## config.mk

```make
export PLATFORM = sky130hd
export DESIGN_NAME = fifo_uart_tx_flat
export DESIGN_NICKNAME = d
export VERILOG_FILES = /design/src/rtl/fifo_uart_tx_if.sv /design/src/rtl/fifo_uart_tx.sv /design/src/flat_wrapper.sv
export SDC_FILE = /design/constraint.sdc
export NUM_CORES = 1
export LEC_CHECK = 0
export CAP_MARGIN = 20
export CORE_MARGIN = 2
export CORE_UTILIZATION = 50
export CTS_CLUSTER_SIZE = 8
export DETAILED_ROUTE_END_ITERATION = 6
export PLACE_DENSITY = 0.74
export SLEW_MARGIN = 10
export SYNTH_ARGS = -nofsm -noshare
export SYNTH_HDL_FRONTEND = slang
export SYNTH_SLANG_ARGS = --single-unit
```

## constraint.sdc

```tcl
create_clock -name rdclk -period 2.2 [get_ports rdclk]
set_input_delay 0.44 -clock rdclk [delete_from_list [all_inputs] [get_ports rdclk]]
set_output_delay 0.44 -clock rdclk [all_outputs]
set_load 0.02 [all_outputs]
```

## src/rtl/fifo_uart_tx_if.sv

```systemverilog
// Read-side handshake between an upstream FIFO and the UART transmitter.
// The transmitter is the master: it issues the read strobe and consumes flag/data.
interface fifo_uart_tx_if;
  logic       fifo_empty;
  logic [7:0] fifo_dout;
  logic       fifo_rden;

  modport master (input fifo_empty, input fifo_dout, output fifo_rden);
  modport slave  (output fifo_empty, output fifo_dout, input fifo_rden);
endinterface

```

## src/rtl/fifo_uart_tx.sv

```systemverilog
// Pulls bytes from a FIFO read port and sends each as an 8N1 UART frame, LSB first.
// state | meaning
// IDLE  | line high, waiting for tx_en with a non-empty FIFO
// FETCH | one-cycle read strobe to the FIFO
// LATCH | FIFO data valid, captured into the shift register
// START | start bit (low) for CLKS_PER_BIT cycles
// DATA  | eight data bits, LSB first
// STOP  | stop bit (high); last cycle pulses tx_done
module fifo_uart_tx #(
  parameter int CLKS_PER_BIT = 16
) (
  input  logic            rdclk,
  input  logic            rdrst,
  input  logic            tx_en,
  fifo_uart_tx_if.master  fifo,
  output logic            tx,
  output logic            busy,
  output logic            tx_done,
  output logic [15:0]     frame_cnt
);

  typedef enum logic [2:0] {
    IDLE  = 3'd0,
    FETCH = 3'd1,
    LATCH = 3'd2,
    START = 3'd3,
    DATA  = 3'd4,
    STOP  = 3'd5
  } state_t;

  localparam logic [15:0] BAUD_LAST = 16'(CLKS_PER_BIT - 1);

  state_t      state_q, state_d;
  logic [15:0] baud_q, baud_d;
  logic [2:0]  bit_idx_q, bit_idx_d;
  logic [7:0]  shreg_q, shreg_d;
  logic [15:0] frame_cnt_q, frame_cnt_d;
  logic        tx_q, tx_d;
  logic        arm_q, arm_d;
  logic        bit_end;

  assign bit_end = (baud_q == BAUD_LAST);

  always_ff @(posedge rdclk or posedge rdrst) begin
    if (rdrst) begin
      state_q     <= IDLE;
      baud_q      <= '0;
      bit_idx_q   <= '0;
      shreg_q     <= '0;
      frame_cnt_q <= '0;
      tx_q        <= 1'b1;
      arm_q       <= 1'b0;
    end else begin
      state_q     <= state_d;
      baud_q      <= baud_d;
      bit_idx_q   <= bit_idx_d;
      shreg_q     <= shreg_d;
      frame_cnt_q <= frame_cnt_d;
      tx_q        <= tx_d;
      arm_q       <= arm_d;
    end
  end

  // arm_q holds off the first fetch until one full cycle after reset release
  always_comb begin
    state_d     = state_q;
    baud_d      = baud_q;
    bit_idx_d   = bit_idx_q;
    shreg_d     = shreg_q;
    frame_cnt_d = frame_cnt_q;
    arm_d       = 1'b1;
    case (state_q)
      IDLE: begin
        baud_d    = '0;
        bit_idx_d = '0;
        if (arm_q && tx_en && !fifo.fifo_empty) state_d = FETCH;
      end
      FETCH: begin
        baud_d  = '0;
        state_d = LATCH;
      end
      LATCH: begin
        baud_d  = '0;
        shreg_d = fifo.fifo_dout;
        state_d = START;
      end
      START: begin
        if (bit_end) begin
          baud_d  = '0;
          state_d = DATA;
        end else begin
          baud_d = baud_q + 16'd1;
        end
      end
      DATA: begin
        if (bit_end) begin
          baud_d    = '0;
          shreg_d   = {1'b0, shreg_q[7:1]};
          bit_idx_d = bit_idx_q + 3'd1;
          if (bit_idx_q == 3'd7) state_d = STOP;
        end else begin
          baud_d = baud_q + 16'd1;
        end
      end
      STOP: begin
        if (bit_end) begin
          baud_d      = '0;
          frame_cnt_d = frame_cnt_q + 16'd1;
          state_d     = IDLE;
        end else begin
          baud_d = baud_q + 16'd1;
        end
      end
      default: begin
        baud_d  = '0;
        state_d = IDLE;
      end
    endcase

    // tx is registered: compute the level the line should carry in the next state
    case (state_d)
      START:   tx_d = 1'b0;
      DATA:    tx_d = shreg_d[0];
      default: tx_d = 1'b1;
    endcase
  end

  always_comb begin
    fifo.fifo_rden = (state_q == FETCH);
    busy           = (state_q != IDLE);
    tx_done        = (state_q == STOP) && bit_end;
    tx             = tx_q;
    frame_cnt      = frame_cnt_q;
  end

endmodule

```

## src/flat_wrapper.sv

```systemverilog
// flat-port wrapper written by rule: the top's interface ports become plain ports
module fifo_uart_tx_flat 
#(
  parameter int CLKS_PER_BIT = 16
)
  (rdclk, rdrst, tx_en, tx, busy, tx_done, frame_cnt, fifo_fifo_empty, fifo_fifo_dout, fifo_fifo_rden);
  fifo_uart_tx_if fifo_i ();
  input  logic rdclk;
  input  logic rdrst;
  input  logic tx_en;
  output logic tx;
  output logic busy;
  output logic tx_done;
  output logic [15:0] frame_cnt;
  input wire logic [$bits(fifo_i.fifo_empty)-1:0] fifo_fifo_empty;
  input wire logic [$bits(fifo_i.fifo_dout)-1:0] fifo_fifo_dout;
  output wire logic [$bits(fifo_i.fifo_rden)-1:0] fifo_fifo_rden;
  assign fifo_i.fifo_empty = fifo_fifo_empty;
  assign fifo_i.fifo_dout = fifo_fifo_dout;
  assign fifo_fifo_rden = fifo_i.fifo_rden;
  fifo_uart_tx #(.CLKS_PER_BIT(CLKS_PER_BIT)) u_core (.rdclk(rdclk), .rdrst(rdrst), .tx_en(tx_en), .fifo(fifo_i), .tx(tx), .busy(busy), .tx_done(tx_done), .frame_cnt(frame_cnt));
endmodule
```

==> impl_summary.txt, run 1 <==
----------------------------------------------------
[STA]
  Number of hold violations in the final report ... 0
  Final setup violation count ... 0
  Setup total negative slack ... 0 ns
  Share of the cycle needed by the critical path after routing ... 95.96%
  Fmax ... about 470 MHz
  Period minus WS final ... 2.111 ns
  Post-Route Skew ... 0.006586 ns
  Total count of max-transition violations in the final report ... 0
  Worst-case setup margin in the final layout ... slightly below 0.09 ns
  Hold WS ... ~0.44 ns
  Setup repair after global routing missed its margin ... no

[Power]
  Switch Pwr ... about 0.71 mW
  Portion of total power attributed to sequential cells ... about half
  Cell Pwr Density ... just under 800 nW/um^2
  Leakage power figure ... 1.367 nW
  Int Pwr ... approximately 1.6 mW
  Logic gate share of total power ... ~28%
  IR Drop Worst-Case VDD ... between 0.0005 and 0.0006 V
  Sw Ratio ... a little under a third
  Power share of the clock group ... about a quarter

[Finish]
  Fraction of layout instances using a drive strength above 1 ... between 10% and 20%
  Final layout net count ... 295
  Antenna cells ... 0
  Layout Area Growth over Synthesis ... 28.20%
  Finished Core Util ... between 60 and 70%
  Fill cells ... 360

[Routing]
  DRC errors left ... 0
  Via density per instance ... roughly 5.2
  Number of vias after detailed routing ... approximately 1,700
  Post-detailed-routing wire length ... roughly 4.3 mm
  Number of design-rule violations left by the first detailed-router iteration ... 40
  Antenna Nets Post-Route ... 0
  Routed len/inst ... 12.86 um
  Iteration count of the initial detailed-routing pass ... 4

[Synthesis]
  Post-synthesis sequential area ratio ... 52.51%
  Cell with the most instances after synthesis ... sky130_fd_sc_hd__dfrtp_1
  Post-synth EDFFs ... 0
  Seq cells post-synth ... between 40 and 50
  Post-Synthesis Cells ... around 220
  Number of distinct library cell variants in the gate-level netlist after synthesis ... 33
  Most frequent cells after synthesis ... sky130_fd_sc_hd__dfrtp_1 (47), sky130_fd_sc_hd__nand2_1 (31), sky130_fd_sc_hd__nor2_1 (24), sky130_fd_sc_hd__xnor2_1 (17), sky130_fd_sc_hd__nand3_1 (14)
  Number of warnings issued by yosys ... 0
  Average cell area after synthesis ... roughly 10 um^2
  Leading post-synthesis cells by cell area ... sky130_fd_sc_hd__dfrtp_1 (51%), sky130_fd_sc_hd__xnor2_1 (6.5%), sky130_fd_sc_hd__nand2_1 (5.1%)
  Synthesized area ... approximately 2300 um^2
  Proportion of synthesized flip-flops having asynchronous set or reset ... 100.0%
  Share of the synthesized area in the top cell type ... about half
  Post-synth net total ... about 240
  Cell type with the largest total area after synthesis ... sky130_fd_sc_hd__dfrtp_1
  Leading register cell type out of synthesis ... sky130_fd_sc_hd__dfrtp_1

[Clocking]
  CTS H-Tree Depth ... 2
  Number of buffers added by the clock tree synthesis step ... 5
  Root buffer selected by CTS ... sky130_fd_sc_hd__clkbuf_8
  Clock input transition at the sequential cells of the worst setup and hold paths ... roughly 0.090 ns
  CTS tree ... yes
  # clock sinks ... 48
  CTS hold repair buffers ... 0
  Max clock buf depth ... 2
  Clock latency of the later-clocked register in the worst-skew pair ... 0.30 ns

[GRT]
  Number of global-route vias before repair ... ~1,700
  GR Util All Layers ... a little under a fifth
  Maximum number of pins on one net before global-route repair ... 33
  First-pass GRT wire length ... roughly 7.6 mm
  GR Overflow Total ... 0
  Number of antenna violations at the first check in global routing ... 0

[Critical path]
  Kind of launch point of the worst setup path ... flop
  Critical path class ... flop to primary output
  Critical path fanouts, max ... 2
  Delay of the slowest cell on the worst path ... about 0.41 ns
  Setup crit end kind ... primary output
  CP Cell Sequence ... nor4_2 -> nand4_1 -> nor2b_2 -> clkdlybuf4s15_2
  CP bufs+invs ... 1
  Data required time of the worst path ... 1.76 ns
  Worst-path cell with the longest stage delay ... sky130_fd_sc_hd__dfrtp_1
  CP Data Arrival Time ... between 1.5 and 2 ns
  CP top delay family ... simple AND/OR/NAND/NOR gates

[Floorplan]
  Die ar. ... approximately 5100 um^2
  Placeable core region ... ~4400 um^2
  Initial cell density of the core ... around 52%
  Die Width ... about 72 um
  # rows ... 24
  Ports placed on the boundary ... 32
  Vert. Die Dim ... ~72 um

[Place]
  Worst setup timing slack at the placement stage ... approximately 0.024 ns
  Post-DP HPWL ... 3.149 mm
  Final GP Congestion ... 0.7696
  # port buffers ... 31

[Flow run]
  Reported max-cap violation count ... 0

[Status]
  Status ... finished, final reports clean

[Worst hold path]
  Class of the tightest hold or removal check ... input port to async pin

----------------------------------------------------
==> through the flow <==
step / area, um^2 / std cells / total power, mW
6_report: 2935 / 332 / 2.288
5_1_grt: 2935 / 332 / 2.467
4_1_cts: 2912 / 332 / 2.307
3_5_place_dp: 2818 / 324 / 1.767
3_3_place_gp: 2818 / 324 / 1.743
2_1_floorplan: 2290 / 223 / 1.551
==> area by class of cell <==
class                      count  area (um^2)  share of cell area (%)
clock buffer                   7        86.33                   2.941
clock inverter                 1        7.507                  0.2558
inverter                       7        26.28                  0.8951
multi-input combinational    162         1042                   35.51
sequential                    48         1202                   40.96
tap                           52        65.06                   2.217
timing repair buffer          55        505.5                   17.22
==> cell usage in the layout, fill, tap and decap left out, types with 2 or more instances in the layout <==
master	Yosys	layout
sky130_fd_sc_hd__dfrtp_1	47	47
sky130_fd_sc_hd__nand2_1	31	31
sky130_fd_sc_hd__clkdlybuf4s50_1	0	28
sky130_fd_sc_hd__nor2_1	24	24
sky130_fd_sc_hd__buf_4	0	23
sky130_fd_sc_hd__xnor2_1	17	17
sky130_fd_sc_hd__nand3_1	14	14
sky130_fd_sc_hd__xor2_1	12	12
sky130_fd_sc_hd__nor3_1	8	8
sky130_fd_sc_hd__inv_1	7	6
sky130_fd_sc_hd__a22oi_1	6	6
sky130_fd_sc_hd__clkbuf_8	0	6
sky130_fd_sc_hd__nand4_1	5	5
sky130_fd_sc_hd__and2_1	4	4
sky130_fd_sc_hd__a21oi_1	4	4
sky130_fd_sc_hd__ha_1	4	4
sky130_fd_sc_hd__nor4_2	5	3
sky130_fd_sc_hd__nor2b_1	4	3
sky130_fd_sc_hd__o21ai_0	3	3
sky130_fd_sc_hd__and3_1	3	3
sky130_fd_sc_hd__nor4_1	3	3
sky130_fd_sc_hd__nor4_4	0	2
sky130_fd_sc_hd__or3_1	2	2
sky130_fd_sc_hd__and4_1	3	2
sky130_fd_sc_hd__mux2_2	2	2
==> path summary, 6_finish.rpt <==
kind / startpoint / endpoint / slack, ns / cells past startpoint
setup / recovery: u_core.baud_q[4] / tx_done / 0.09 / 4
hold / removal: rdrst / u_core.frame_cnt[14] / 0.44 / 2
setup reg to reg: u_core.baud_q[1] / u_core.tx / 0.22 / 7
hold reg to reg: u_core.frame_cnt[15] / u_core.frame_cnt[15] / 0.47 / 1
max in group asynchronous: rdrst / u_core.tx / 1.20 / 3
min in group rdclk: u_core.frame_cnt[15] / u_core.frame_cnt[15] / 0.47 / 1
==> layer usage <==
| layer | part of all wire (%) | GRT usage (%) |
|---|---|---|
| met1 | 47 | 25.21 |
| met3 | 3.6 | 4.360 |
| met2 | 48 | 30.04 |
| met5 | 0 | 0 |
| met4 | 1.4 | 6.709 |
==> state kept, by name (all words and copies together) (netlist names) <==
signal / count
u_core.arm_q: 1
u_core.baud_q: 16
u_core.bit_idx_q: 3
u_core.frame_cnt: 16
u_core.shreg_q: 8
u_core.state_q: 3
u_core.tx: 1
==> logic make-up (layout without fill, tap and decap cells) <==
family                   after synthesis  after routing  share of synthesized area (%)
AND/OR/NAND/NOR                      110            110                          25.46
flip-flops                            48             48                          52.51
XOR/XNOR                              29             29                          11.09
AO/OA/AOI/OAI                         16             16                          4.699
buffers and inverters                 13             70                          2.896
adder cells (fa/ha/maj)                4              4                          2.186
multiplexers                           2              2                         0.9835
other                                  1              1                         0.1638
==> power by group through the flow <==
stage          Clock, mW  Sequential (mW)  Combinational, mW
6_report           0.538             1.11              0.639
5_1_grt            0.595             1.13              0.737
4_1_cts            0.553             1.11              0.645
3_5_place_dp           0             1.12              0.643
3_3_place_gp           0             1.12              0.622
2_1_floorplan          0             1.13              0.423
==> repair_timing <==
item	in CTS	in global routing
setup endpoints to repair	2	5
resized for setup	4	5
buffers inserted	0	0
cloned	0	0
==> worst register-to-register path, delay by kind of cell, from the launching register on <==
kind            cells  cell delay [ns]
compound gates      2             0.52
flops               1             0.40
fa+ha+maj           1             0.21
simple gates        3             0.62
buf+inv             1             0.14
(Power assumes the default switching activity.)
==> inputs of run 2 (changes only) <==
- CORE_UTILIZATION: 50 -> 54
- PLACE_DENSITY: 0.74 -> 0.79
==> impl_summary.txt, run 2 (synthesized netlist as in run 1, its figures left out) <==
----------------------------------------------------
[Status]
  Status ... finished, final reports clean

[Clocking]
  Number of buffers added by the clock tree synthesis step ... 5 (unchanged)
  CTS tree ... yes
  Clock latency of the later-clocked register in the worst-skew pair ... 0.30 ns (about the same)
  Clock input transition at the sequential cells of the worst setup and hold paths ... 0.10 ns (about the same)
  Root buffer selected by CTS ... sky130_fd_sc_hd__clkbuf_8
  CTS hold repair buffers ... 0 (unchanged)
  Max clock buf depth ... 2 (unchanged)
  CTS H-Tree Depth ... 2 (unchanged)
  # clock sinks ... 48 (unchanged)

[Finish]
  Multi-input gate area ... 1031 um^2 (-1.1%)
  Fill cells ... 299 (-17%)
  Area taken by flip-flops and latches ... 1202 um^2 (unchanged)
  Fraction of layout instances using a drive strength above 1 ... 16.13% (-0.30 points)
  Most frequent cells in the layout ... sky130_fd_sc_hd__dfrtp_1 (47), sky130_fd_sc_hd__nand2_1 (31), sky130_fd_sc_hd__clkdlybuf4s50_1 (28)
  Commonest non-fill, non-tap cell in the layout ... sky130_fd_sc_hd__dfrtp_1
  Final layout net count ... 294 (-0.34%)
  Antenna cells ... 0 (unchanged)
  Layout Area Growth over Synthesis ... 26.94%
  Finished Core Util ... 72.14% (+5.2 points)

[Routing]
  Iteration count of the initial detailed-routing pass ... 4 (unchanged)
  Number of design-rule violations left by the first detailed-router iteration ... 75 (+88%)
  Via density per instance ... 5.298 (+1.7%)
  Antenna Nets Post-Route ... 0 (unchanged)
  Routed len/inst ... 13.37 um (+4.0%)
  Post-detailed-routing wire length ... 4.398 mm (+3.0%)
  Number of vias after detailed routing ... 1,743 (+0.81%)
  DRC errors left ... 0 (unchanged)

[Place]
  Worst setup timing slack at the placement stage ... 0.06397 ns (+0.03986 ns)
  # port buffers ... 31 (unchanged)
  Final GP Congestion ... 0.8005 (+4.0%)
  Post-DP HPWL ... 3.203 mm (+1.7%)

[Critical path]
  CP Data Arrival Time ... 1.58 ns (-0.09 ns)
  Capture point of the worst reg-to-reg path ... u_core.frame_cnt[10]
  Startpoint of the worst-slack reg-to-reg timing path ... u_core.baud_q[13]
  Critical path class ... flop to primary output
  Kind of launch point of the worst setup path ... flop
  Cell depth of the worst flop-to-flop path ... 6 (-1)
  Critical path fanouts, max ... 7 (+5)
  Setup crit end kind ... primary output
  Critical Path Source ... u_core.state_q[1]
  R2R Setup Slk ... 0.22 ns (about the same)
  Data required time of the worst path ... 1.76 ns (about the same)

[GRT]
  Maximum number of pins on one net before global-route repair ... 32 (-3.0%)
  Number of antenna violations at the first check in global routing ... 0 (unchanged)
  First-pass GRT wire length ... 7.935 mm (+4.0%)
  GR Util All Layers ... 20.12% (+1.3 points)
  Number of global-route vias before repair ... 1,772 (+2.7%)
  GR Overflow Total ... 0 (unchanged)

[STA]
  Total count of max-transition violations in the final report ... 0 (unchanged)
  Worst-case setup margin in the final layout ... 0.1796 ns (+0.09067 ns)
  Final setup violation count ... 0 (unchanged)
  Hold WS ... 0.4304 ns (-0.005459 ns)
  Fmax ... 494.9 MHz (+4.5%)
  Setup repair after global routing missed its margin ... no
  Period minus WS final ... 2.020 ns (-0.09067 ns)
  Post-Route Skew ... 0.01302 ns (+0.006431 ns)
  Setup total negative slack ... 0 ns (unchanged)
  Number of hold violations in the final report ... 0 (unchanged)
  Share of the cycle needed by the critical path after routing ... 91.84% (-4.1 points)

[Floorplan]
  Vert. Die Dim ... 69.12 um (-3.6%)
  Die ar. ... 4777 um^2 (-7.0%)
  # rows ... 23 (-4.2%)
  Placeable core region ... 4029 um^2 (-8.1%)
  Ports placed on the boundary ... 32 (unchanged)
  Die Width ... 69.12 um (-3.6%)
  Initial cell density of the core ... 56.83% (+4.6 points)

[Flow run]
  Reported max-cap violation count ... 0 (unchanged)

[Power]
  IR Drop Worst-Case VDD ... 0.0006199 V (+5.1%)
  Cell Pwr Density ... 779.8 nW/um^2 (about the same)
  Post-layout power ... 2.267 mW (-0.93%)
  Leakage power figure ... 1.353 nW (-0.96%)

[Worst hold path]
  Class of the tightest hold or removal check ... input port to async pin

----------------------------------------------------
==> run 2: cell types whose count changed in the layout (fill, tap and decap cells not counted), sizes merged <==
cell / change
clkbuf: -1
clkinvlp: +1
buf: -1
clkinv: +1
clkdlybuf4s15: -1
==> run 2: cell type report <==
| class | instances | area share, % |
|---|---|---|
| sequential | 48 | 41.37 |
| multi-input combinational | 162 | 35.47 |
| timing repair buffer | 54 | 16.92 |
| clock buffer | 5 | 2.368 |
| tap | 50 | 2.152 |
| inverter | 7 | 0.9040 |
| clock inverter | 3 | 0.8179 |
==> run 2: where the power goes <==
part	internal [mW]	total, mW	leakage [nW]	switching (mW)
registers	1.03	1.12	0.634	0.0890
logic	0.287	0.625	0.679	0.338
clock network	0.225	0.526	0.0404	0.301
==> run 2: worst max path at each step <==
| stage | to | slack [ns] | cells after the start |
|---|---|---|---|
| after floorplan | u_core.tx | 0.27 | 8 |
| after global placement | tx_done | 0.08 | 4 |
| after detailed placement | tx_done | 0.06 | 4 |
| after CTS | tx_done | 0.01 | 4 |
| after global routing | tx_done | 0.01 | 4 |
| final | busy | 0.18 | 2 |
==> run 2: layer usage <==
layer	GRT usage, %	up-vias	share of wire (%)
li1	-	872	-
met1	27.32	822	48
met2	33.12	45	48
met3	3.801	4	3.6
met4	5.664	0	1.2
met5	0	-	0
==> run 2: per-stage QoR <==
step                      instances  instance area [um^2]
after floorplan                 223                  2290
after global placement          321                  2808
after detailed placement        321                  2808
after CTS                       329                  2898
after global routing            329                  2907
final                           329                  2907
==> run 2: worst max-delay path, cell delays in order, from the launching register on <==
cell and delay, ns:
sky130_fd_sc_hd__dfrtp_1 0.47, sky130_fd_sc_hd__or3_1 0.46, sky130_fd_sc_hd__dlygate4sd2_1 0.35
==> run 2: timing repair <==
item / 4_1_cts / 5_1_grt
resized for setup: 2 / 5
setup buffers: 0 / 0
setup endpoints to repair: 2 / 3
==> inputs of run 3 (changes only) <==
- CELL_PAD_IN_SITES_DETAIL_PLACEMENT: unset -> 1
- CELL_PAD_IN_SITES_GLOBAL_PLACEMENT: unset -> 1
- CORE_UTILIZATION: 54 -> 42
- PLACE_DENSITY: 0.79 -> unset
- PLACE_DENSITY_LB_ADDON: unset -> 0.1
==> impl_summary.txt, run 3 (synthesized netlist as in run 1, its figures left out) <==
----------------------------------------------------
[GRT]
  GR Util All Layers ... 19.56% (-0.57 points)
  First-pass GRT wire length ... 9.266 mm (+17%)
  Number of global-route vias before repair ... 1,925 (+8.6%)
  Number of antenna violations at the first check in global routing ... 0 (unchanged)
  Maximum number of pins on one net before global-route repair ... 22 (-31%)
  GR Overflow Total ... 0 (unchanged)

[Clocking]
  # clock sinks ... 48 (unchanged)
  CTS tree ... yes
  Total setup buffers inserted after CTS ... 0 (unchanged)
  CTS H-Tree Depth ... 2 (unchanged)
  Clock latency of the later-clocked register in the worst-skew pair ... 0.30 ns (about the same)
  Number of buffers added by the clock tree synthesis step ... 5 (unchanged)
  Clock input transition at the sequential cells of the worst setup and hold paths ... 0.09 ns (about the same)
  Root buffer selected by CTS ... sky130_fd_sc_hd__clkbuf_8
  Max clock buf depth ... 2 (unchanged)

[Critical path]
  CP top delay family ... simple AND/OR/NAND/NOR gates
  Cell depth of the worst flop-to-flop path ... 7 (+1)
  CP Data Arrival Time ... 1.69 ns (+0.11 ns)
  Delay of the slowest cell on the worst path ... 0.41 ns (-0.06 ns)
  Kind of launch point of the worst setup path ... flop
  Setup crit end kind ... primary output
  Critical path class ... flop to primary output
  Worst-path cell with the longest stage delay ... sky130_fd_sc_hd__dfrtp_1
  Critical path fanouts, max ... 3 (-4)
  Capture point of the worst reg-to-reg path ... u_core.frame_cnt[10]
  CP Cell Sequence ... nor4_4 -> nand4_1 -> nor2b_2 -> clkdlybuf4s15_2
  Data required time of the worst path ... 1.76 ns (about the same)
  R2R Setup Slk ... 0.16 ns (-0.06 ns)
  Startpoint of the worst-slack reg-to-reg timing path ... u_core.baud_q[1]
  CP bufs+invs ... 1 (unchanged)

[Power]
  Sw Ratio ... 30.17% (-1.9 points)
  Switch Pwr ... 0.7412 mW (+1.9%)
  IR Drop Worst-Case VDD ... 0.0005179 V (-16%)
  Leakage power figure ... 1.387 nW (+2.5%)
  Portion of total power attributed to sequential cells ... 46.2% (-3.0 points)
  Cell Pwr Density ... 821.3 nW/um^2 (+5.3%)
  Power share of the clock group ... 28.2% (+5.0 points)
  Int Pwr ... 1.716 mW (+12%)
  Logic gate share of total power ... 25.7% (-1.9 points)

[Routing]
  DRC errors left ... 0 (unchanged)
  Routed len/inst ... 15.13 um (+13%)
  Post-detailed-routing wire length ... 5.297 mm (+20%)
  Iteration count of the initial detailed-routing pass ... 4 (unchanged)
  Antenna Nets Post-Route ... 0 (unchanged)
  Number of design-rule violations left by the first detailed-router iteration ... 50 (-33%)
  Number of vias after detailed routing ... 1,776 (+1.9%)
  Via density per instance ... 5.074 (-4.2%)

[STA]
  Period minus WS final ... 2.129 ns (+0.1088 ns)
  Total count of max-transition violations in the final report ... 0 (unchanged)
  Number of hold violations in the final report ... 0 (unchanged)
  Share of the cycle needed by the critical path after routing ... 96.78% (+4.9 points)
  Final setup violation count ... 0 (unchanged)
  Post-Route Skew ... 0.008838 ns (-0.004179 ns)
  Setup repair after global routing missed its margin ... yes
  Fmax ... 469.7 MHz (-5.1%)

[Finish]
  Most frequent cells in the layout ... sky130_fd_sc_hd__dfrtp_1 (46), sky130_fd_sc_hd__nand2_1 (31), sky130_fd_sc_hd__clkdlybuf4s50_1 (28)
  Fin area ... 2992 um^2 (+2.9%)
  Final layout net count ... 295 (+0.34%)
  Fraction of layout instances using a drive strength above 1 ... 17.14% (+1.0 points)
  Fill cells ... 569 (+90%)
  Commonest non-fill, non-tap cell in the layout ... sky130_fd_sc_hd__dfrtp_1
  Fin cells ... 350 (+6.4%)
  Layout Area Growth over Synthesis ... 30.66%
  Antenna cells ... 0 (unchanged)
  Multi-input gate area ... 1042 um^2 (+1.1%)
  Area taken by flip-flops and latches ... 1204 um^2 (+0.10%)

[Worst hold path]
  Hold_sp ... u_core.frame_cnt[15]
  Class of the tightest hold or removal check ... flop to flop
  Hold-critical path depth ... 1
  Sink of the worst hold path ... u_core.frame_cnt[15]

[Flow run]
  Reported max-cap violation count ... 0 (unchanged)

[Place]
  Number of placed cells counting well taps ... 342 (+6.5%)
  Cell area after placement ... 2840 um^2 (+1.2%)
  Final GP Congestion ... 0.7718 (-3.6%)
  # port buffers ... 31 (unchanged)
  Post-DP HPWL ... 4.050 mm (+26%)

[Floorplan]
  Ports placed on the boundary ... 32 (unchanged)
  Die Width ... 77.84 um (+13%)
  # rows ... 26 (+13%)
  Die ar. ... 6058 um^2 (+27%)
  Initial cell density of the core ... 44.27% (-13 points)
  Vert. Die Dim ... 77.84 um (+13%)
  Placeable core region ... 5172 um^2 (+28%)

[Status]
  Status ... finished, final reports clean

----------------------------------------------------
-- run 3: cell types whose count changed in the layout (fill, tap and decap cells not counted), sizes merged --
cell	delta
clkinvlp	-2
buf	+1
bufinv	+1
clkbuf	+1
clkdlybuf4s15	+1
clkinv	-1
-- run 3: timing repair --
action | CTS | global route
resized for setup | 6 | 4
hold buffers | 0 | 0
endpoints found under the hold margin | 0 | 0
pin swaps | 0 | 1
endpoints found under the setup margin | 3 | 4
-- run 3: through the flow --
stage	hold slack (ns)	worst slack, ns	setup TNS (ns)	total power, mW	util (%)
5_1_grt	0.4973	-0.01623	-0.01623	2.625	57.84
6_report	0.4728	0.07081	0	2.457	57.84
4_1_cts	0.4801	0.01134	0	2.485	57.55
3_3_place_gp	0.4544	0.01175	0	1.751	54.91
2_1_floorplan	0.4464	0.2671	0	1.551	-
3_5_place_dp	0.4681	-0.01124	-0.01124	1.784	54.91
-- run 3: power by group through the flow --
| stage | combinational (mW) | sequential (mW) | clock, mW |
|---|---|---|---|
| floorplan | 0.423 | 1.13 | 0 |
| global placement | 0.611 | 1.14 | 0 |
| detailed placement | 0.638 | 1.15 | 0 |
| CTS | 0.642 | 1.13 | 0.712 |
| global route | 0.731 | 1.15 | 0.742 |
| finish | 0.630 | 1.13 | 0.692 |
-- run 3: final cells by class --
type / count / area share (%)
repair buffers: 55 / 16.90
flip-flops and latches: 48 / 40.23
clock inverters: 1 / 1.004
multi-input cells: 162 / 34.84
inverters: 7 / 0.8783
clock buffers: 7 / 3.220
well taps: 70 / 2.928
-- run 3: worst max-delay path by stage --
| stage | start | endpoint | slack, ns | cells past startpoint |
|---|---|---|---|---|
| floorplan | u_core.baud_q[0] | u_core.tx | 0.27 | 8 |
| global route | u_core.baud_q[13] | tx_done | -0.02 | 4 |
| finish | u_core.baud_q[13] | tx_done | 0.07 | 4 |
| global placement | u_core.baud_q[13] | tx_done | 0.01 | 4 |
| detailed placement | u_core.baud_q[13] | tx_done | -0.01 | 4 |
| CTS | u_core.state_q[1] | fifo_fifo_rden | 0.01 | 3 |
-- run 3: layer usage --
layer / wire, um / share of wire (%) / track usage [%] / vias up
met4: 83 / 1.6 / 7.500 / 0
li1: - / - / - / 869
met2: 2618 / 49 / 31.72 / 25
met1: 2468 / 47 / 26.11 / 875
met5: 0 / 0 / 0 / -
met3: 127 / 2.4 / 3.372 / 7
